### src/rtl/axi_lite_slave_bridge_if.sv
// AXI4-lite bus bundle between the CPU-side master and axi_lite_slave_bridge.
interface axi_lite_slave_bridge_if #(
  parameter int AXI_ADDR_WIDTH = 32,
  parameter int AXI_DATA_WIDTH = 32,
  parameter int AXI_STRB_WIDTH = AXI_DATA_WIDTH / 8
);
  logic                      AWVALID, AWREADY;
  logic [AXI_ADDR_WIDTH-1:0] AWADDR;
  logic [2:0]                AWPROT;
  logic                      WVALID, WREADY;
  logic [AXI_DATA_WIDTH-1:0] WDATA;
  logic [AXI_STRB_WIDTH-1:0] WSTRB;
  logic                      BVALID, BREADY;
  logic [1:0]                BRESP;
  logic                      ARVALID, ARREADY;
  logic [AXI_ADDR_WIDTH-1:0] ARADDR;
  logic [2:0]                ARPROT;
  logic                      RVALID, RREADY;
  logic [AXI_DATA_WIDTH-1:0] RDATA;
  logic [1:0]                RRESP;

  modport slave (
    input  AWVALID, AWADDR, AWPROT, WVALID, WDATA, WSTRB, BREADY,
           ARVALID, ARADDR, ARPROT, RREADY,
    output AWREADY, WREADY, BVALID, BRESP, ARREADY, RVALID, RDATA, RRESP
  );
  modport master (
    output AWVALID, AWADDR, AWPROT, WVALID, WDATA, WSTRB, BREADY,
           ARVALID, ARADDR, ARPROT, RREADY,
    input  AWREADY, WREADY, BVALID, BRESP, ARREADY, RVALID, RDATA, RRESP
  );
endinterface

### src/rtl/axi_lite_slave_bridge.sv
// AXI4-lite slave -> single-beat peripheral port, one transaction in flight.
// Optional peripheral timeout enabled by defining AXI_SLV_TIMEOUT_EN.
module axi_lite_slave_bridge #(
  parameter int                      AXI_ADDR_WIDTH = 32,
  parameter int                      AXI_DATA_WIDTH = 32,
  parameter int                      AXI_STRB_WIDTH = AXI_DATA_WIDTH / 8,
  parameter logic [AXI_ADDR_WIDTH-1:0] ADDR_BASE    = 32'h0000_0000,
  parameter logic [AXI_ADDR_WIDTH-1:0] ADDR_SIZE    = 32'h0001_0000,
  parameter int                      TIMEOUT_CYCLES = 16
) (
  input  logic                      ACLK,
  input  logic                      ARESETn,
  axi_lite_slave_bridge_if.slave    s_axi,
  output logic                      P_access,
  output logic                      P_rd0_wr1,
  output logic [AXI_ADDR_WIDTH-1:0] P_addr,
  output logic [AXI_DATA_WIDTH-1:0] P_write_data,
  output logic [AXI_STRB_WIDTH-1:0] P_write_strobe,
  input  logic                      P_ready,
  input  logic [AXI_DATA_WIDTH-1:0] P_read_data,
  input  logic                      P_error
);
  localparam logic [1:0] RESP_OKAY = 2'b00, RESP_SLVERR = 2'b10;

  typedef enum logic [2:0] {IDLE, WCAP, WACC, BRSP, RACC, RRSP} state_e;

  state_e                    state_q, state_d;
  logic                      aw_got_q, aw_got_d, w_got_q, w_got_d, hit_q, hit_d;
  logic [AXI_ADDR_WIDTH-1:0] addr_q, addr_d;
  logic [AXI_DATA_WIDTH-1:0] wdata_q, wdata_d, rdata_q, rdata_d;
  logic [AXI_STRB_WIDTH-1:0] wstrb_q, wstrb_d;
  logic                      bvalid_q, bvalid_d, rvalid_q, rvalid_d;
  logic [1:0]                bresp_q, bresp_d, rresp_q, rresp_d;
  logic                      aw_hs, w_hs, ar_hs, acc_done, acc_err;
  logic [AXI_DATA_WIDTH-1:0] acc_data;

`ifdef AXI_SLV_TIMEOUT_EN
  localparam int CNT_W = $clog2(TIMEOUT_CYCLES + 1);
  localparam logic [CNT_W-1:0] CNT_LAST = CNT_W'(TIMEOUT_CYCLES - 1);
  logic [CNT_W-1:0] cnt_q, cnt_d;
`else
  localparam int unused_timeout_cycles = TIMEOUT_CYCLES;
`endif

  logic unused_prot;
  assign unused_prot = ^{s_axi.AWPROT, s_axi.ARPROT};

  // Subtract first so the window top never overflows the address width.
  function automatic logic in_window(input logic [AXI_ADDR_WIDTH-1:0] a);
    return (a >= ADDR_BASE) && ((a - ADDR_BASE) < ADDR_SIZE);
  endfunction

  // Readies are held low during reset so nothing is accepted mid-reset.
  assign s_axi.AWREADY = ARESETn && (state_q == IDLE || (state_q == WCAP && !aw_got_q));
  assign s_axi.WREADY  = ARESETn && (state_q == IDLE || (state_q == WCAP && !w_got_q));
  assign s_axi.ARREADY = ARESETn && state_q == IDLE && !s_axi.AWVALID && !s_axi.WVALID;
  assign aw_hs = s_axi.AWVALID && s_axi.AWREADY;
  assign w_hs  = s_axi.WVALID  && s_axi.WREADY;
  assign ar_hs = s_axi.ARVALID && s_axi.ARREADY;

  assign s_axi.BVALID = bvalid_q;
  assign s_axi.BRESP  = bresp_q;
  assign s_axi.RVALID = rvalid_q;
  assign s_axi.RRESP  = rresp_q;
  assign s_axi.RDATA  = rdata_q;

  assign P_access       = hit_q && (state_q == WACC || state_q == RACC);
  assign P_rd0_wr1      = (state_q == WACC);
  assign P_addr         = addr_q;
  assign P_write_data   = wdata_q;
  assign P_write_strobe = wstrb_q;

  always_comb begin
    state_d  = state_q;
    aw_got_d = aw_got_q;
    w_got_d  = w_got_q;
    hit_d    = hit_q;
    addr_d   = addr_q;
    wdata_d  = wdata_q;
    wstrb_d  = wstrb_q;
    bvalid_d = bvalid_q;
    bresp_d  = bresp_q;
    rvalid_d = rvalid_q;
    rresp_d  = rresp_q;
    rdata_d  = rdata_q;
    acc_done = 1'b0;
    acc_err  = 1'b0;
    acc_data = '0;
`ifdef AXI_SLV_TIMEOUT_EN
    cnt_d    = cnt_q;
`endif
    if (state_q == IDLE || state_q == WCAP) begin
      if (aw_hs) begin
        addr_d = s_axi.AWADDR - ADDR_BASE;
        hit_d  = in_window(s_axi.AWADDR);
      end
      if (w_hs) begin
        wdata_d = s_axi.WDATA;
        wstrb_d = s_axi.WSTRB;
      end
    end
    case (state_q)
      IDLE: begin
        if (aw_hs && w_hs) state_d = WACC;
        else if (aw_hs || w_hs) begin
          state_d  = WCAP;
          aw_got_d = aw_hs;
          w_got_d  = w_hs;
        end else if (ar_hs) begin
          state_d = RACC;
          addr_d  = s_axi.ARADDR - ADDR_BASE;
          hit_d   = in_window(s_axi.ARADDR);
        end
      end
      WCAP: begin
        if ((aw_got_q || aw_hs) && (w_got_q || w_hs)) begin
          state_d  = WACC;
          aw_got_d = 1'b0;
          w_got_d  = 1'b0;
        end
      end
      WACC, RACC: begin
        acc_done = !hit_q || P_ready;
        acc_err  = !hit_q || P_error;
        acc_data = hit_q ? P_read_data : '0;
`ifdef AXI_SLV_TIMEOUT_EN
        if (hit_q && !P_ready) begin
          cnt_d = cnt_q + 1'b1;
          if (cnt_q == CNT_LAST) begin
            acc_done = 1'b1;
            acc_err  = 1'b1;
            acc_data = '0;
          end
        end
`endif
        if (acc_done && state_q == WACC) begin
          state_d  = BRSP;
          bvalid_d = 1'b1;
          bresp_d  = acc_err ? RESP_SLVERR : RESP_OKAY;
        end else if (acc_done) begin
          state_d  = RRSP;
          rvalid_d = 1'b1;
          rresp_d  = acc_err ? RESP_SLVERR : RESP_OKAY;
          rdata_d  = acc_data;
        end
      end
      BRSP: if (s_axi.BREADY) begin
        state_d  = IDLE;
        bvalid_d = 1'b0;
      end
      RRSP: if (s_axi.RREADY) begin
        state_d  = IDLE;
        rvalid_d = 1'b0;
      end
      default: state_d = IDLE;
    endcase
`ifdef AXI_SLV_TIMEOUT_EN
    if ((state_d == WACC || state_d == RACC) && state_d != state_q) cnt_d = '0;
`endif
  end

  always_ff @(posedge ACLK or negedge ARESETn) begin
    if (!ARESETn) begin
      state_q  <= IDLE;
      aw_got_q <= 1'b0;
      w_got_q  <= 1'b0;
      hit_q    <= 1'b0;
      addr_q   <= '0;
      wdata_q  <= '0;
      wstrb_q  <= '0;
      bvalid_q <= 1'b0;
      bresp_q  <= RESP_OKAY;
      rvalid_q <= 1'b0;
      rresp_q  <= RESP_OKAY;
      rdata_q  <= '0;
`ifdef AXI_SLV_TIMEOUT_EN
      cnt_q    <= '0;
`endif
    end else begin
      state_q  <= state_d;
      aw_got_q <= aw_got_d;
      w_got_q  <= w_got_d;
      hit_q    <= hit_d;
      addr_q   <= addr_d;
      wdata_q  <= wdata_d;
      wstrb_q  <= wstrb_d;
      bvalid_q <= bvalid_d;
      bresp_q  <= bresp_d;
      rvalid_q <= rvalid_d;
      rresp_q  <= rresp_d;
      rdata_q  <= rdata_d;
`ifdef AXI_SLV_TIMEOUT_EN
      cnt_q    <= cnt_d;
`endif
    end
  end
endmodule
### src/flat_wrapper.sv
// flat-port wrapper written by rule: the top's interface ports become plain ports
module axi_lite_slave_bridge_flat 
#(
  parameter int                      AXI_ADDR_WIDTH = 32,
  parameter int                      AXI_DATA_WIDTH = 32,
  parameter int                      AXI_STRB_WIDTH = AXI_DATA_WIDTH / 8,
  parameter logic [AXI_ADDR_WIDTH-1:0] ADDR_BASE    = 32'h0000_0000,
  parameter logic [AXI_ADDR_WIDTH-1:0] ADDR_SIZE    = 32'h0001_0000,
  parameter int                      TIMEOUT_CYCLES = 16
)
  (ACLK, ARESETn, P_access, P_rd0_wr1, P_addr, P_write_data, P_write_strobe, P_ready, P_read_data, P_error, s_axi_AWVALID, s_axi_AWADDR, s_axi_AWPROT, s_axi_WVALID, s_axi_WDATA, s_axi_WSTRB, s_axi_BREADY, s_axi_ARVALID, s_axi_ARADDR, s_axi_ARPROT, s_axi_RREADY, s_axi_AWREADY, s_axi_WREADY, s_axi_BVALID, s_axi_BRESP, s_axi_ARREADY, s_axi_RVALID, s_axi_RDATA, s_axi_RRESP);
  axi_lite_slave_bridge_if #(.AXI_ADDR_WIDTH(AXI_ADDR_WIDTH), .AXI_DATA_WIDTH(AXI_DATA_WIDTH), .AXI_STRB_WIDTH(AXI_STRB_WIDTH)) s_axi_i ();
  input  logic ACLK;
  input  logic ARESETn;
  output logic P_access;
  output logic P_rd0_wr1;
  output logic [AXI_ADDR_WIDTH-1:0] P_addr;
  output logic [AXI_DATA_WIDTH-1:0] P_write_data;
  output logic [AXI_STRB_WIDTH-1:0] P_write_strobe;
  input  logic P_ready;
  input  logic [AXI_DATA_WIDTH-1:0] P_read_data;
  input  logic P_error;
  input wire logic [$bits(s_axi_i.AWVALID)-1:0] s_axi_AWVALID;
  input wire logic [$bits(s_axi_i.AWADDR)-1:0] s_axi_AWADDR;
  input wire logic [$bits(s_axi_i.AWPROT)-1:0] s_axi_AWPROT;
  input wire logic [$bits(s_axi_i.WVALID)-1:0] s_axi_WVALID;
  input wire logic [$bits(s_axi_i.WDATA)-1:0] s_axi_WDATA;
  input wire logic [$bits(s_axi_i.WSTRB)-1:0] s_axi_WSTRB;
  input wire logic [$bits(s_axi_i.BREADY)-1:0] s_axi_BREADY;
  input wire logic [$bits(s_axi_i.ARVALID)-1:0] s_axi_ARVALID;
  input wire logic [$bits(s_axi_i.ARADDR)-1:0] s_axi_ARADDR;
  input wire logic [$bits(s_axi_i.ARPROT)-1:0] s_axi_ARPROT;
  input wire logic [$bits(s_axi_i.RREADY)-1:0] s_axi_RREADY;
  output wire logic [$bits(s_axi_i.AWREADY)-1:0] s_axi_AWREADY;
  output wire logic [$bits(s_axi_i.WREADY)-1:0] s_axi_WREADY;
  output wire logic [$bits(s_axi_i.BVALID)-1:0] s_axi_BVALID;
  output wire logic [$bits(s_axi_i.BRESP)-1:0] s_axi_BRESP;
  output wire logic [$bits(s_axi_i.ARREADY)-1:0] s_axi_ARREADY;
  output wire logic [$bits(s_axi_i.RVALID)-1:0] s_axi_RVALID;
  output wire logic [$bits(s_axi_i.RDATA)-1:0] s_axi_RDATA;
  output wire logic [$bits(s_axi_i.RRESP)-1:0] s_axi_RRESP;
  assign s_axi_i.AWVALID = s_axi_AWVALID;
  assign s_axi_i.AWADDR = s_axi_AWADDR;
  assign s_axi_i.AWPROT = s_axi_AWPROT;
  assign s_axi_i.WVALID = s_axi_WVALID;
  assign s_axi_i.WDATA = s_axi_WDATA;
  assign s_axi_i.WSTRB = s_axi_WSTRB;
  assign s_axi_i.BREADY = s_axi_BREADY;
  assign s_axi_i.ARVALID = s_axi_ARVALID;
  assign s_axi_i.ARADDR = s_axi_ARADDR;
  assign s_axi_i.ARPROT = s_axi_ARPROT;
  assign s_axi_i.RREADY = s_axi_RREADY;
  assign s_axi_AWREADY = s_axi_i.AWREADY;
  assign s_axi_WREADY = s_axi_i.WREADY;
  assign s_axi_BVALID = s_axi_i.BVALID;
  assign s_axi_BRESP = s_axi_i.BRESP;
  assign s_axi_ARREADY = s_axi_i.ARREADY;
  assign s_axi_RVALID = s_axi_i.RVALID;
  assign s_axi_RDATA = s_axi_i.RDATA;
  assign s_axi_RRESP = s_axi_i.RRESP;
  axi_lite_slave_bridge #(.AXI_ADDR_WIDTH(AXI_ADDR_WIDTH), .AXI_DATA_WIDTH(AXI_DATA_WIDTH), .AXI_STRB_WIDTH(AXI_STRB_WIDTH), .ADDR_BASE(ADDR_BASE), .ADDR_SIZE(ADDR_SIZE), .TIMEOUT_CYCLES(TIMEOUT_CYCLES)) u_core (.ACLK(ACLK), .ARESETn(ARESETn), .s_axi(s_axi_i), .P_access(P_access), .P_rd0_wr1(P_rd0_wr1), .P_addr(P_addr), .P_write_data(P_write_data), .P_write_strobe(P_write_strobe), .P_ready(P_ready), .P_read_data(P_read_data), .P_error(P_error));
endmodule
### config.mk
export PLATFORM = sky130hd
export DESIGN_NAME = axi_lite_slave_bridge_flat
export DESIGN_NICKNAME = d
export VERILOG_FILES = /design/src/rtl/axi_lite_slave_bridge_if.sv /design/src/rtl/axi_lite_slave_bridge.sv /design/src/flat_wrapper.sv
export SDC_FILE = /design/constraint.sdc
export NUM_CORES = 1
export LEC_CHECK = 0
export ABC_CLOCK_PERIOD_IN_PS = 6200
export CAP_MARGIN = 10
export CORE_UTILIZATION = 43
export CTS_CLUSTER_DIAMETER = 150
export DETAILED_ROUTE_END_ITERATION = 10
export PLACE_DENSITY = 0.95
export SLEW_MARGIN = 10
export SYNTH_ARGS = -nofsm -noshare
export SYNTH_HDL_FRONTEND = slang
export SYNTH_SLANG_ARGS = --single-unit
export TNS_END_PERCENT = 1
### constraint.sdc
create_clock -name ACLK -period 6.2 [get_ports ACLK]
set_clock_uncertainty 0.15 [all_clocks]
set_input_delay 1.24 -clock ACLK [delete_from_list [all_inputs] [get_ports ACLK]]
set_output_delay 1.24 -clock ACLK [all_outputs]
set_load 0.03 [all_outputs]
After elaboration in Yosys (flattened, before gate mapping) --
Cells that the tools add are included.
Word-level totals: word-level logic and storage cells 111, bits in read-only memories 0, latch bits 0, register bits 112, memories kept 0, output and inout bits 111, memory bits (writable) 0
Cells by class: $mul 0, eq/ne operators 15, bitwise gates (word level) 1, $lt $le $gt $ge 4, shift-type cells 0, $add $sub $neg 0, reduce and logical (&&, ||, !) cells 42, div/mod/pow operators 0, multiplexer cells 37
Operators with widths (count):
- 2-to-1 mux 32 bit | 7
- >= comparator 32 x 1 -> 1 bit, second input constant | 2
- less-than comparator 32 x 17 -> 1 bit, second input constant | 2
- 2-to-1 mux 3 bit | 8
- logical AND 1 bit | 16
- 2-to-1 mux 1 bit | 16
- case mux 3 bit (5 select lines) | 1
- inequality test 2 bit, second input constant | 6
- logical OR 1 bit | 9
- case mux 1 bit (2 select lines) | 4
- AND reduction 4 bit | 2
- equality test 3 x 2 -> 1 bit, second input constant | 2
- equality test 3 bit, second input constant | 2
- AND reduction 3 bit | 2
- nonzero test 2 bit | 3
- logical NOT 1 bit | 5
- AND reduction 5 bit | 1
- inequality test 2 x 1 -> 1 bit, second input constant | 2
- inequality test 4 x 3 -> 1 bit, second input constant | 1
- AND reduction 2 bit | 2
- equality test 3 x 1 -> 1 bit, second input constant | 1
- logical NOT 3 bit | 1
- inequality test 3 x 1 -> 1 bit, second input constant | 1
- 2-to-1 mux 2 bit | 1
- 2 further kinds | 2

Longest topological paths before layout --
depth in word-level cells 11, mapped depth 13

Least setup slack after synthesis --
No wires, ideal clock.
path kind input to output, start point input ARESETn, end point output s_axi_ARREADY, path buffers 0, required time 4.810 ns, data arrival time 2.524 ns, slack 2.286 ns, stages 2, path through or3b_4 nor4_1
Between the ends: cells in the longest elaborated chain, start to end 3
Ends and longest elaborated chain:
- from (decl) | RTL line flat_wrapper.sv:14 | input logic ARESETn;
- logical AND 1 bit (3 in series) | RTL line axi_lite_slave_bridge.sv:56 | assign s_axi.ARREADY = ARESETn && state_q == IDLE && !s_axi.AWVALID && !s_axi.WVALID;
- to (decl) | RTL line flat_wrapper.sv:38 | output wire logic [$bits(s_axi_i.ARREADY)-1:0] s_axi_ARREADY;
No other way between the ends.

Worst setup path after layout --
start point input ARESETn, end point register u_core.hit_q
Between the ends: cells in the longest elaborated chain, start to end 8, elaborated cells on any way between the ends 16, those cells by class mux: 6; reduce/logical: 10
Ends and longest elaborated chain:
- logical AND 1 bit (on tied branches) | RTL line axi_lite_slave_bridge.sv:54, axi_lite_slave_bridge.sv:56
- logical AND 1 bit (on tied branches) | RTL line axi_lite_slave_bridge.sv:57, axi_lite_slave_bridge.sv:56
- 2-to-1 mux 1 bit or logical AND 1 bit (tied branches) | RTL line axi_lite_slave_bridge.sv:93, axi_lite_slave_bridge.sv:56
- 2-to-1 mux 1 bit or logical AND 1 bit (tied branches) | RTL line axi_lite_slave_bridge.sv:92, axi_lite_slave_bridge.sv:59
- 2-to-1 mux 1 bit | RTL line axi_lite_slave_bridge.sv:109 | end else if (ar_hs) begin
- 2-to-1 mux 1 bit | RTL line axi_lite_slave_bridge.sv:105 | else if (aw_hs || w_hs) begin
- 2-to-1 mux 1 bit | RTL line axi_lite_slave_bridge.sv:104 | if (aw_hs && w_hs) state_d = WACC;
- 2-to-1 mux 1 bit (*) | RTL line axi_lite_slave_bridge.sv:102 | case (state_q)
- named net u_core.hit_d | RTL line axi_lite_slave_bridge.sv:28 | logic aw_got_q, aw_got_d, w_got_q, w_got_d, hit_q, hit_d;
- to (signal assigned) | RTL line axi_lite_slave_bridge.sv:183 | hit_q <= hit_d;
- to (decl) | RTL line axi_lite_slave_bridge.sv:28
Mark *: on every way through the listed nets, which the timed path passes. The rest lies on a longest branch. A chain may end at the register's enable or synchronous reset.

==> impl_metrics.ini <==
[placement]
detailedPlace.worstSlack_ps = 1680
port_buffers = 249
post_dp_cell_area_mm2 = 0.00743
place.gp.congestion = 0.768
place.detailed.hpwl_mm = 10.1

[flow_run]
maxCapViolations = 0

[route]
route.detailed.vias_per_inst = 5.09
drcViolationCount = 0
routed_wl_mm = 13.4
antenna_left = 0
drt_pre_antenna_iters = 4
detailroute.via_count = 4259
wire_per_inst_um = 16.1
dr.first_iter.drc_count = 307

[floorplan]
io-pin-count = 258
floorplan.die.width_um = 108
core_area_mm2 = 0.0109
fp-row-count = 38
die_h_um = 108
fp.dieArea_mm2 = 0.0118
floorplan.initialDensity_pct = 44.6

[global_routing]
grt_pass1_wl_mm = 20.7
grt_max_degree = 67
first_global_vias = 4316
grt_overflow_total = 0
grt_usage_pct = 22.8
antenna_violations_before_repair = 0

[cts]
cts.repair.resized = 0
clock-root-buffer = sky130_fd_sc_hd__clkbuf_16
clock_path_buffers = 2
numCtsBuffers = 9
cts.reportedPaths.clkPinSlew_ps = 60
cts_tree = yes
clock_tree.htree_level_count = 3
clk-insertion-delay-late_ps = 330
cts_setup_buffers = 0
ctsHoldBuffers = 0
clock_sinks = 110

[cells_and_area]
area_growth_syn_to_layout_pct = 58.5
final_net_count = 841
core_util_final_pct = 70.6
antenna-diode-count = 0
most-common-layout-cells = 248 x sky130_fd_sc_hd__clkdlybuf4s50_1, 110 x sky130_fd_sc_hd__dfrtp_1, 70 x sky130_fd_sc_hd__nand2_1
drive_gt1_share_pct = 8.91
final_cell_area_mm2 = 0.00772
most_common_cell_after_layout_fill_and_taps_aside = sky130_fd_sc_hd__clkdlybuf4s50_1

[sta]
fin_crit_sh_pct = 67.2
post-route-worst-setup-slack_ps = 2030
maxSlewViolCount = 0
setup_violations = 0
timing.max_slew.rel_slack_pct = 19.6
rsz0062_at_grt = no
count_of_endpoints_failing_hold_in_the_final_timing_report = 0
post-route-min-period_ps = 4170
fin_setup_tns_ps = 0
maxClockFrequency_mhz = 240
worst_slew_pin_slew_ps = 1200

[worst_setup_path]
timing.critical_path.from_type = input port
worstSetupEndpointType = register
critical_path_peak_fanout = 66
worst-endpoint-required_ps = 6270
worst_ep_arrival_time_ps = 4240
setup.worst_path.class = input port to register

[pwr]
report.power.total_uw = 3480
power_leakage_uw = 0.00351
maximum_vdd_ir_drop_mv = 0.273
power_per_cell_area_mw_per_mm2 = 451

[logic_synthesis]
synth_top_flop_cell = sky130_fd_sc_hd__dfrtp_1
syn-mean-instance-area_um2 = 10.7
netlist-cell-type-count = 43
ys_seq_elements = 110
count_of_flip_flops_with_a_built_in_enable_after_synthesis = 0
yosysSeqAreaShare_pct = 56.5
yosysWarnings = 0
synth_async_sr_flop_share_pct = 100
netlist_area_mm2 = 0.00487
netlist_instances = 457

[status]
status = completed

[min_path]
holdCritPathClass = register to register
## state kept, by name, summed over array words and instances (netlist names)
register,flops
u_core.s_axi.BRESP,1
u_core.hit_q,1
u_core.P_addr,32
u_core.s_axi.BVALID,1
u_core.s_axi.RDATA,32
u_core.P_write_strobe,4
u_core.state_q,3
u_core.w_got_q,1
u_core.P_write_data,32
u_core.s_axi.RRESP,1
u_core.aw_got_q,1
u_core.s_axi.RVALID,1
## per-layer routing
| metal | global-route usage [%] | vias to the layer above | routed length (µm) |
|---|---|---|---|
| met5 | 0 | - | 0 |
| met4 | 6.95 | 0 | 227 |
| met1 | 25.2 | 2025 | 5050 |
| met2 | 41.4 | 185 | 6990 |
| met3 | 7.11 | 18 | 1170 |
| li1 | - | 2031 | - |
## cell usage after synthesis, types with 2 or more instances
master	instances	area [µm²]
sky130_fd_sc_hd__a21oi_1	40	200
sky130_fd_sc_hd__a31oi_1	2	12.5
sky130_fd_sc_hd__buf_2	11	55.1
sky130_fd_sc_hd__buf_4	4	30.0
sky130_fd_sc_hd__buf_6	2	22.5
sky130_fd_sc_hd__clkbuf_1	14	52.6
sky130_fd_sc_hd__dfrtp_1	110	2750
sky130_fd_sc_hd__ha_1	3	37.5
sky130_fd_sc_hd__inv_1	6	22.5
sky130_fd_sc_hd__mux2_2	29	327
sky130_fd_sc_hd__mux2_4	7	105
sky130_fd_sc_hd__mux2i_1	32	320
sky130_fd_sc_hd__nand2_1	71	267
sky130_fd_sc_hd__nand2b_1	5	31.3
sky130_fd_sc_hd__nand3_1	34	170
sky130_fd_sc_hd__nand4_1	2	12.5
sky130_fd_sc_hd__nor2_1	42	158
sky130_fd_sc_hd__nor3_1	2	10.0
sky130_fd_sc_hd__nor3b_1	2	15.0
sky130_fd_sc_hd__nor4_1	10	62.6
sky130_fd_sc_hd__o21ai_0	5	25.0
sky130_fd_sc_hd__o22ai_1	3	18.8
## kinds of logic after synthesis
kind of cell | after synthesis | share of synthesized area [%]
flops | 110 | 56.5
simple gates | 178 | 16.6
buf+inv | 38 | 3.83
other cells | 1 | 0.0769
compound gates | 59 | 6.80
fa+ha+maj | 3 | 0.770
mux | 68 | 15.4
## path summary, 6_finish.rpt
kind | start | endpoint | slack [ps] | cells after the start
worst max-delay path | ARESETn | u_core.hit_q | 2030 | 12
worst min-delay path | u_core.s_axi.RDATA[19] | u_core.s_axi.RDATA[19] | 320 | 2
worst max register to register | u_core.state_q[0] | u_core.hit_q | 2600 | 9
worst min register to register | u_core.s_axi.RDATA[19] | u_core.s_axi.RDATA[19] | 320 | 2
max in group asynchronous | ARESETn | u_core.P_addr[26] | 3850 | 3
min in group asynchronous | ARESETn | u_core.P_write_data[23] | 910 | 2
## per-stage QoR
step	hold slack [ps]	std cells
after floorplan	397	458
after global placement	300	820
after detailed placement	305	820
after CTS	320	836
after global routing	331	836
final	318	836
## where the power goes
| part | leakage, µW | total (µW) | switching, µW | internal (µW) |
|---|---|---|---|---|
| clock | 0.000144 | 566 | 241 | 325 |
| combinational | 0.00201 | 1740 | 951 | 789 |
| sequential | 0.00135 | 1170 | 184 | 990 |
| total | 0.00351 | 3480 | 1380 | 2100 |
## cell type report
type                    instances  area [µm²]
fillers                       793        3210
flip-flops and latches        110        2750
repair buffers                254        2530
multi-input cells             310        1950
clock buffers                  13         250
well taps                     140         175
clock inverters                 3        43.8
inverters                       6        22.5
## critical path, cell delays in order
cell,delay (ps)
sky130_fd_sc_hd__buf_4,90
sky130_fd_sc_hd__buf_4,570
sky130_fd_sc_hd__nor3b_1,470
sky130_fd_sc_hd__nand3_2,110
sky130_fd_sc_hd__buf_4,330
sky130_fd_sc_hd__inv_1,130
sky130_fd_sc_hd__ha_1,160
sky130_fd_sc_hd__nor4_1,70
sky130_fd_sc_hd__nand4_1,150
sky130_fd_sc_hd__buf_4,510
sky130_fd_sc_hd__a21boi_0,240
sky130_fd_sc_hd__a21oi_1,90
Power figures use the tool's default switching activity.
